**config.mk**
```make
export PLATFORM = sky130hd
export DESIGN_NAME = nios2_oci_dct_packer
export DESIGN_NICKNAME = d
export VERILOG_FILES = /design/src/rtl/nios2_oci_dct_packer.sv
export SDC_FILE = /design/constraint.sdc
export NUM_CORES = 1
export LEC_CHECK = 0
export BUFFER_PORTS_ARGS = -buffer_cell sky130_fd_sc_hd__buf_4
export CAP_MARGIN = 0
export CORE_MARGIN = 5
export CORE_UTILIZATION = 31
export CTS_BUF_LIST = sky130_fd_sc_hd__clkbuf_16
export DETAILED_ROUTE_END_ITERATION = 16
export HOLD_SLACK_MARGIN = 0.12
export SLEW_MARGIN = 20
export SYNTH_ARGS = -nofsm -noshare
export SYNTH_HDL_FRONTEND = slang
export SYNTH_SLANG_ARGS = --single-unit
```
**constraint.sdc**
```tcl
create_clock -name clk -period 8.3 [get_ports clk]
set_input_delay 0.415 -clock clk [delete_from_list [all_inputs] [get_ports clk]]
set_output_delay 0.415 -clock clk [all_outputs]
set_load 0.005 [all_outputs]
```
**src/rtl/nios2_oci_dct_packer.sv**
```systemverilog
// Trace-atom packer for the OCI debug-capture buffer: packs ATOM_W-bit atoms
// into SLOTS-slot words, emits them over valid/ready, and runs the end-of-test drain.
module nios2_oci_dct_packer #(
  parameter int ATOM_W = 2,
  parameter int SLOTS  = 15,
  parameter int CNT_W  = 4
) (
  input  logic                      clk,
  input  logic                      reset_n,
  input  logic                      atom_valid,
  input  logic [ATOM_W-1:0]         atom_data,
  output logic                      atom_ready,
  input  logic                      flush_req,
  input  logic                      test_ending,
  output logic [ATOM_W*SLOTS-1:0]   dct_buffer,
  output logic [CNT_W-1:0]          dct_count,
  output logic                      word_valid,
  output logic [ATOM_W*SLOTS-1:0]   word_data,
  output logic [CNT_W-1:0]          word_count,
  input  logic                      word_ready,
  output logic                      test_has_ended
);

  localparam int BUF_W = ATOM_W * SLOTS;

  typedef enum logic [1:0] {FILL, EMIT, DONE} state_t;

  state_t             state_q, state_d;
  logic [BUF_W-1:0]   dct_buffer_q, dct_buffer_d;
  logic [CNT_W-1:0]   dct_count_q, dct_count_d;
  logic               word_valid_q, word_valid_d;
  logic [BUF_W-1:0]   word_data_q, word_data_d;
  logic [CNT_W-1:0]   word_count_q, word_count_d;
  logic               ending_pend_q, ending_pend_d;

  logic               accept;
  logic               ending;
  logic               full;
  logic [BUF_W-1:0]   buf_after;
  logic [CNT_W-1:0]   cnt_after;

  assign atom_ready     = (state_q == FILL) && !ending_pend_q;
  assign test_has_ended = (state_q == DONE);
  assign dct_buffer     = dct_buffer_q;
  assign dct_count      = dct_count_q;
  assign word_valid     = word_valid_q;
  assign word_data      = word_data_q;
  assign word_count     = word_count_q;

  always_comb begin
    state_d       = state_q;
    dct_buffer_d  = dct_buffer_q;
    dct_count_d   = dct_count_q;
    word_valid_d  = word_valid_q;
    word_data_d   = word_data_q;
    word_count_d  = word_count_q;
    ending_pend_d = ending_pend_q;
    accept        = 1'b0;
    full          = 1'b0;
    buf_after     = dct_buffer_q;
    cnt_after     = dct_count_q;
    ending        = ending_pend_q | test_ending;

    case (state_q)
      FILL: begin
        accept = atom_valid & atom_ready;
        // Unused upper slots are always zero, so OR-in is an exact slot write.
        if (accept) begin
          buf_after = dct_buffer_q | (BUF_W'(atom_data) << (ATOM_W * dct_count_q));
        end
        cnt_after     = dct_count_q + CNT_W'(accept);
        full          = (cnt_after == CNT_W'(SLOTS));
        ending_pend_d = ending;
        if (full || ((flush_req || ending) && (cnt_after != '0))) begin
          word_valid_d = 1'b1;
          word_data_d  = buf_after;
          word_count_d = cnt_after;
          dct_buffer_d = '0;
          dct_count_d  = '0;
          state_d      = EMIT;
        end else begin
          dct_buffer_d = buf_after;
          dct_count_d  = cnt_after;
          if (ending) state_d = DONE;
        end
      end
      EMIT: begin
        ending_pend_d = ending;
        if (word_ready) begin
          word_valid_d = 1'b0;
          word_data_d  = '0;
          word_count_d = '0;
          state_d      = ending_pend_q ? DONE : FILL;
        end
      end
      DONE: ;
      default: state_d = FILL;
    endcase
  end

  always_ff @(posedge clk) begin
    if (!reset_n) begin
      state_q       <= FILL;
      dct_buffer_q  <= '0;
      dct_count_q   <= '0;
      word_valid_q  <= 1'b0;
      word_data_q   <= '0;
      word_count_q  <= '0;
      ending_pend_q <= 1'b0;
    end else begin
      state_q       <= state_d;
      dct_buffer_q  <= dct_buffer_d;
      dct_count_q   <= dct_count_d;
      word_valid_q  <= word_valid_d;
      word_data_q   <= word_data_d;
      word_count_q  <= word_count_d;
      ending_pend_q <= ending_pend_d;
    end
  end

endmodule

```
Word-level counts from Yosys, hierarchy flattened --
Cells that the tools add are included.
Storage, ports and cells: output and inout bits 71, input bits 8, word-level logic and storage cells 47, bits in registers 72
Cells by class: equality and inequality tests 6, shifts and indexed selects 1, $add $sub $neg 1, reductions and logical operators 11, mux-type cells 17, bitwise gates (word level) 4
Operators with widths (number):
- two-way mux 30 bit | 4
- case mux 30 bit (2 select lines) | 1
- bitwise OR 30 bit | 1
- left shift 2 x 5 -> 30 bit | 1
- two-way mux 4 bit | 3
- two-way mux 2 bit | 4
- case mux 4 bit (2 select lines) | 1
- case mux 2 bit (3 select lines) | 1
- AND reduction 3 bit | 2
- adder 4 x 1 -> 4 bit | 1
- equality test 4 bit (second input constant) | 1
- nonzero test 4 bit | 1
- != test 3 x 2 -> 1 bit (second input constant) | 1
- equality test 2 x 1 -> 1 bit (second input constant) | 1
- equality test 2 bit (second input constant) | 1
- logical AND 1 bit | 2
- zero test 2 bit | 1
- logical OR 1 bit | 2
- two-way mux 1 bit | 2
- != test 2 x 1 -> 1 bit (second input constant) | 1
- != test 2 bit (second input constant) | 1
- case mux 1 bit (2 select lines) | 1
- nonzero test 2 bit | 1
- OR reduction 2 bit | 1
- 4 further kinds | 4

Depth between registers and ports, before layout --
word-level depth 9, gate-level depth with buffers 12, gate-level depth less buffers 9

Worst setup path before layout --
Ideal clock, no wire load.
path kind reg2reg, start point register state_q[0], end point register word_data_q[0], in the netlist word_data[0], cell stages (with the launch flop) 13, library setup time 0.127 ns, buffers on the path 3, data required time 8.173 ns, data arrival time 2.755 ns, path slack 5.417 ns, period minus slack after synthesis 2.883 ns, cells stage by stage dfxtp_1 clkbuf_1 or2_2 buf_2 nor2_1 ha_1 ha_1 or4bb_1 nor3_2 a2bb2oi_4 nor2_4 buf_6 mux2i_1
On the way: cells in the longest elaborated chain, start to end 9, elaborated cells on any way between the ends 16, those cells by class add/sub (1); eq/ne (4); mux (3); bitwise (1); reduce/logical (7)
RTL lines:
- start: declaration | line 28 | state_t state_q, state_d;
- start signal: assignment | line 111 | state_q <= state_d;
- zero test 2 bit | line 42, 64
- logical AND 1 bit | line 42 | assign atom_ready = (state_q == FILL) && !ending_pend_q;
- AND 1 bit | line 66 | accept = atom_valid & atom_ready;
- adder 4 x 1 -> 4 bit | line 71 | cnt_after = dct_count_q + CNT_W'(accept);
- nonzero test 4 bit | line 74 | if (full || ((flush_req || ending) && (cnt_after != '0))) begin
- logical AND 1 bit | line 74
- logical OR 1 bit | line 74
- != test 2 x 1 -> 1 bit (no line)
- AND reduction 3 bit (no line)
- end signal: assignment | line 115 | word_data_q <= word_data_d;
- end: declaration | line 32 | logic [BUF_W-1:0] word_data_q, word_data_d;
Parallel ways exist; a longest one is shown, timed or not. The select of a mux whose other input is x is not followed. A chain may end at the register's enable or synchronous reset.

Worst setup path after layout --
start point register state_q[0], end point register word_data_q[29], in the netlist word_data[29]
The elaborated chain is that of the path after synthesis.

==> flow_summary.ini <==
[yosys]
synthDistinctLibCells = 36
syn_area_um2 = 2793
synth_fp_nets = 302
synth_warnings = 0
yosysSeqAreaShare = 0.5161
yosysTopAreaCellShare = 0.5161
yosys-top-cells-area = dfxtp_1 (52%), mux2i_1 (11%), a22oi_1 (8.1%)
syn_inst = 292
ys_seq_elements = 72
synth_top_area_cell = dfxtp_1
avgSynthCellArea_um2 = 9.564

[timing]
report.final.slew_viol_count = 0
fmax_mhz = 306.6
grt_setup_unrepaired = no
worst_pin_slew_ns = 1.057
slew_headroom = 0.2900
whs_ns = 0.3639
finalSetupTns_ns = 0
fin_crit_sh = 0.3930
worst_slack_ns = 5.038
setup_viol = 0
period_minus_slack_ns = 3.262
hold_viol = 0
skew_ns = 0.005268

[clock_network]
clk_pin_slew_ns = 0.06
numCtsBuffers = 9
clkLatencyLatePin_ns = 0.33
cts_hold_buf = 0
cts.path.max_buffers = 2
tritoncts = done
post_cts_resized = 0
cts_root_buf = clkbuf_16
htreeDepth = 3
post-cts-setup-buffer-count = 0
cts.sinks = 72

[layout]
drive_gt1_frac = 0.2690
layout.nets = 373
post-route-cell-area_um2 = 3725
nFillCells = 877
area_delta_synth_final_pct = 33.38
diodes = 0

[grt]
grt_first_pass_wirelength_um = 12750
grt_max_degree = 65
grt_pass1_vias = 2402
grt.overflow.total = 0
antenna_found_initial = 0
grt.total_usage = 0.1448

[setup_path]
crit_path_top_delay_cell = or4bb_1
critPathRequiredTime_ns = 8.48
crit_buf_inv = 1
criticalPathCategory = reg -> reg
cpPeakStageDelay_ns = 0.53
worst_setup_path_start_kind = flop
crit_top_cell = ha_1
crit_fanout = 64
worst_ep_arrival_time_ns = 3.44
endpoint_kind = flop
crit_family = simple AND/OR/NAND/NOR gates
crit_chain = or2_2 -> nor2_1 -> ha_1 -> ha_1 -> or4bb_1 -> nor3_2 -> a2bb2oi_4 -> nor2_4 -> buf_4 -> mux2i_1

[floorplanning]
num_rows = 34
start_util = 0.3187
die-area_um2 = 11010
coreArea_um2 = 8763
fp.dieH_um = 104.9
io_pins = 79
die_width_um = 104.9

[power_and_ir_drop]
p_leak_nw = 1.583
vdd_drop_max_mv = 0.1475
p_per_area_nw_per_um2 = 279.6
p_total_mw = 1.041

[placed_design]
dp_slack_ns = 5.063
place_hpwl_um = 5295
port_buffers = 78
place_congestion = 0.7485
place_area_um2 = 3420

[routing]
wirelength_um = 7600
wl_per_cell_um = 15.97
drc = 0
via_per_inst = 4.893
firstDrtPassIters = 5
drt_iter0_drc = 188
antenna_left = 0
via_count = 2329

[run]
max-cap-violations = 0

[hold_path]
hold_path_class = in -> reg

[run_status]
status = finished clean
[path summary, 6_finish.rpt]
kind	from	end	slack (ns)	cells after the start
worst max-delay path	state_q[0]$_SDFFE_PN0P_	word_data[29]$_SDFFE_PN0P_	5.04	10
worst min-delay path	test_ending	ending_pend_q$_SDFFE_PN0P_	0.36	3
worst min register to register	word_data[5]$_SDFFE_PN0P_	word_data[5]$_SDFFE_PN0P_	0.46	2
worst max register to register	state_q[0]$_SDFFE_PN0P_	word_data[29]$_SDFFE_PN0P_	5.04	10
[report_power, final]
| part | internal (mW) | switching, mW |
|---|---|---|
| clock network | 0.258 | 0.137 |
| logic | 0.103 | 0.162 |
| registers | 0.363 | 0.0189 |
| total | 0.724 | 0.318 |
[synth_stat cells]
cell / n
and3_1: 1
nor2_1: 43
nor3b_1: 1
o22ai_1: 3
dfxtp_1: 72
a22oi_1: 30
buf_2: 5
xnor2_1: 1
ha_1: 2
nor3_1: 4
o2111a_1: 1
nand2_1: 42
o211ai_1: 1
and3b_1: 1
nor2_4: 1
nor2b_1: 4
or3_1: 2
buf_6: 4
nand3_1: 6
o21ai_0: 5
xor2_1: 2
a2bb2oi_4: 1
o21ai_2: 1
inv_1: 1
nand2b_1: 4
mux2i_1: 30
or4_1: 1
nor4_1: 1
or4bb_1: 1
clkbuf_1: 11
nor3_2: 1
o32ai_1: 1
or3b_2: 1
a21boi_0: 3
a21oi_1: 3
or2_2: 1
[sequential cells by signal (all words and copies together), names as in the netlist]
register and flops:
word_count 4, dct_count 4, word_valid 1, word_data 30
state_q 2, ending_pend_q 1, dct_buffer 30
[area by class of cell]
| type | instances | area (µm²) | area share |
|---|---|---|---|
| clock buffers | 9 | 225.2 | 0.06046 |
| inverters | 1 | 3.754 | 0.001008 |
| flip-flops and latches | 72 | 1441 | 0.3870 |
| multi-input cells | 199 | 1239 | 0.3326 |
| clock inverters | 7 | 80.08 | 0.02150 |
| well taps | 108 | 135.1 | 0.03628 |
| repair buffers | 80 | 600.6 | 0.1612 |
[metal layers]
metal,up-vias,track usage,wire [µm]
met5,-,0,0
met4,0,0.05114,77
met3,8,0.04007,446
met2,62,0.2253,3655
met1,1103,0.1929,3421
li1,1156,-,-
[kinds of logic (layout without fill, tap and decap cells)]
kind of cell | after synthesis | after routing | share of synthesized area
buffers and inverters | 21 | 97 | 0.04121
flip-flops | 72 | 72 | 0.5161
adder cells (fa/ha/maj) | 2 | 2 | 0.008959
multiplexers | 30 | 30 | 0.1075
AO/OA/AOI/OAI | 49 | 49 | 0.1322
AND/OR/NAND/NOR | 115 | 115 | 0.1846
XOR/XNOR | 3 | 3 | 0.009410
[layout by cell type, fill, tap and decap left out, drive strengths merged]
cell     instances
buf             80
dfxtp           72
nor2            44
nand2           42
a22oi           30
mux2i           30
clkbuf           9
nand3            6
o21ai            6
nor3             5
nand2b           4
inv              4
nor2b            4
a21boi           3
o22ai            3
a21oi            3
or3              2
xor2             2
ha               2
bufinv           2
clkinv           2
or2              1
or3b             1
and3b            1
or4bb            1
or4              1
and3             1
xnor2            1
a2bb2oi          1
o211ai           1
nor4             1
o32ai            1
nor3b            1
o2111a           1
[worst min-delay path, stage by stage]
cell and delay, ns:
buf_4 0.09, a21oi_1 0.06, nor2b_1 0.09
[stage by stage]
stage | std cells | utilization
finish | 476 | 0.4250
global placement | 460 | 0.3902
floorplan | 292 | -
CTS | 476 | 0.4250
detailed placement | 460 | 0.3902
global route | 476 | 0.4250
Note: power is estimated with default switching activity, not from simulation.
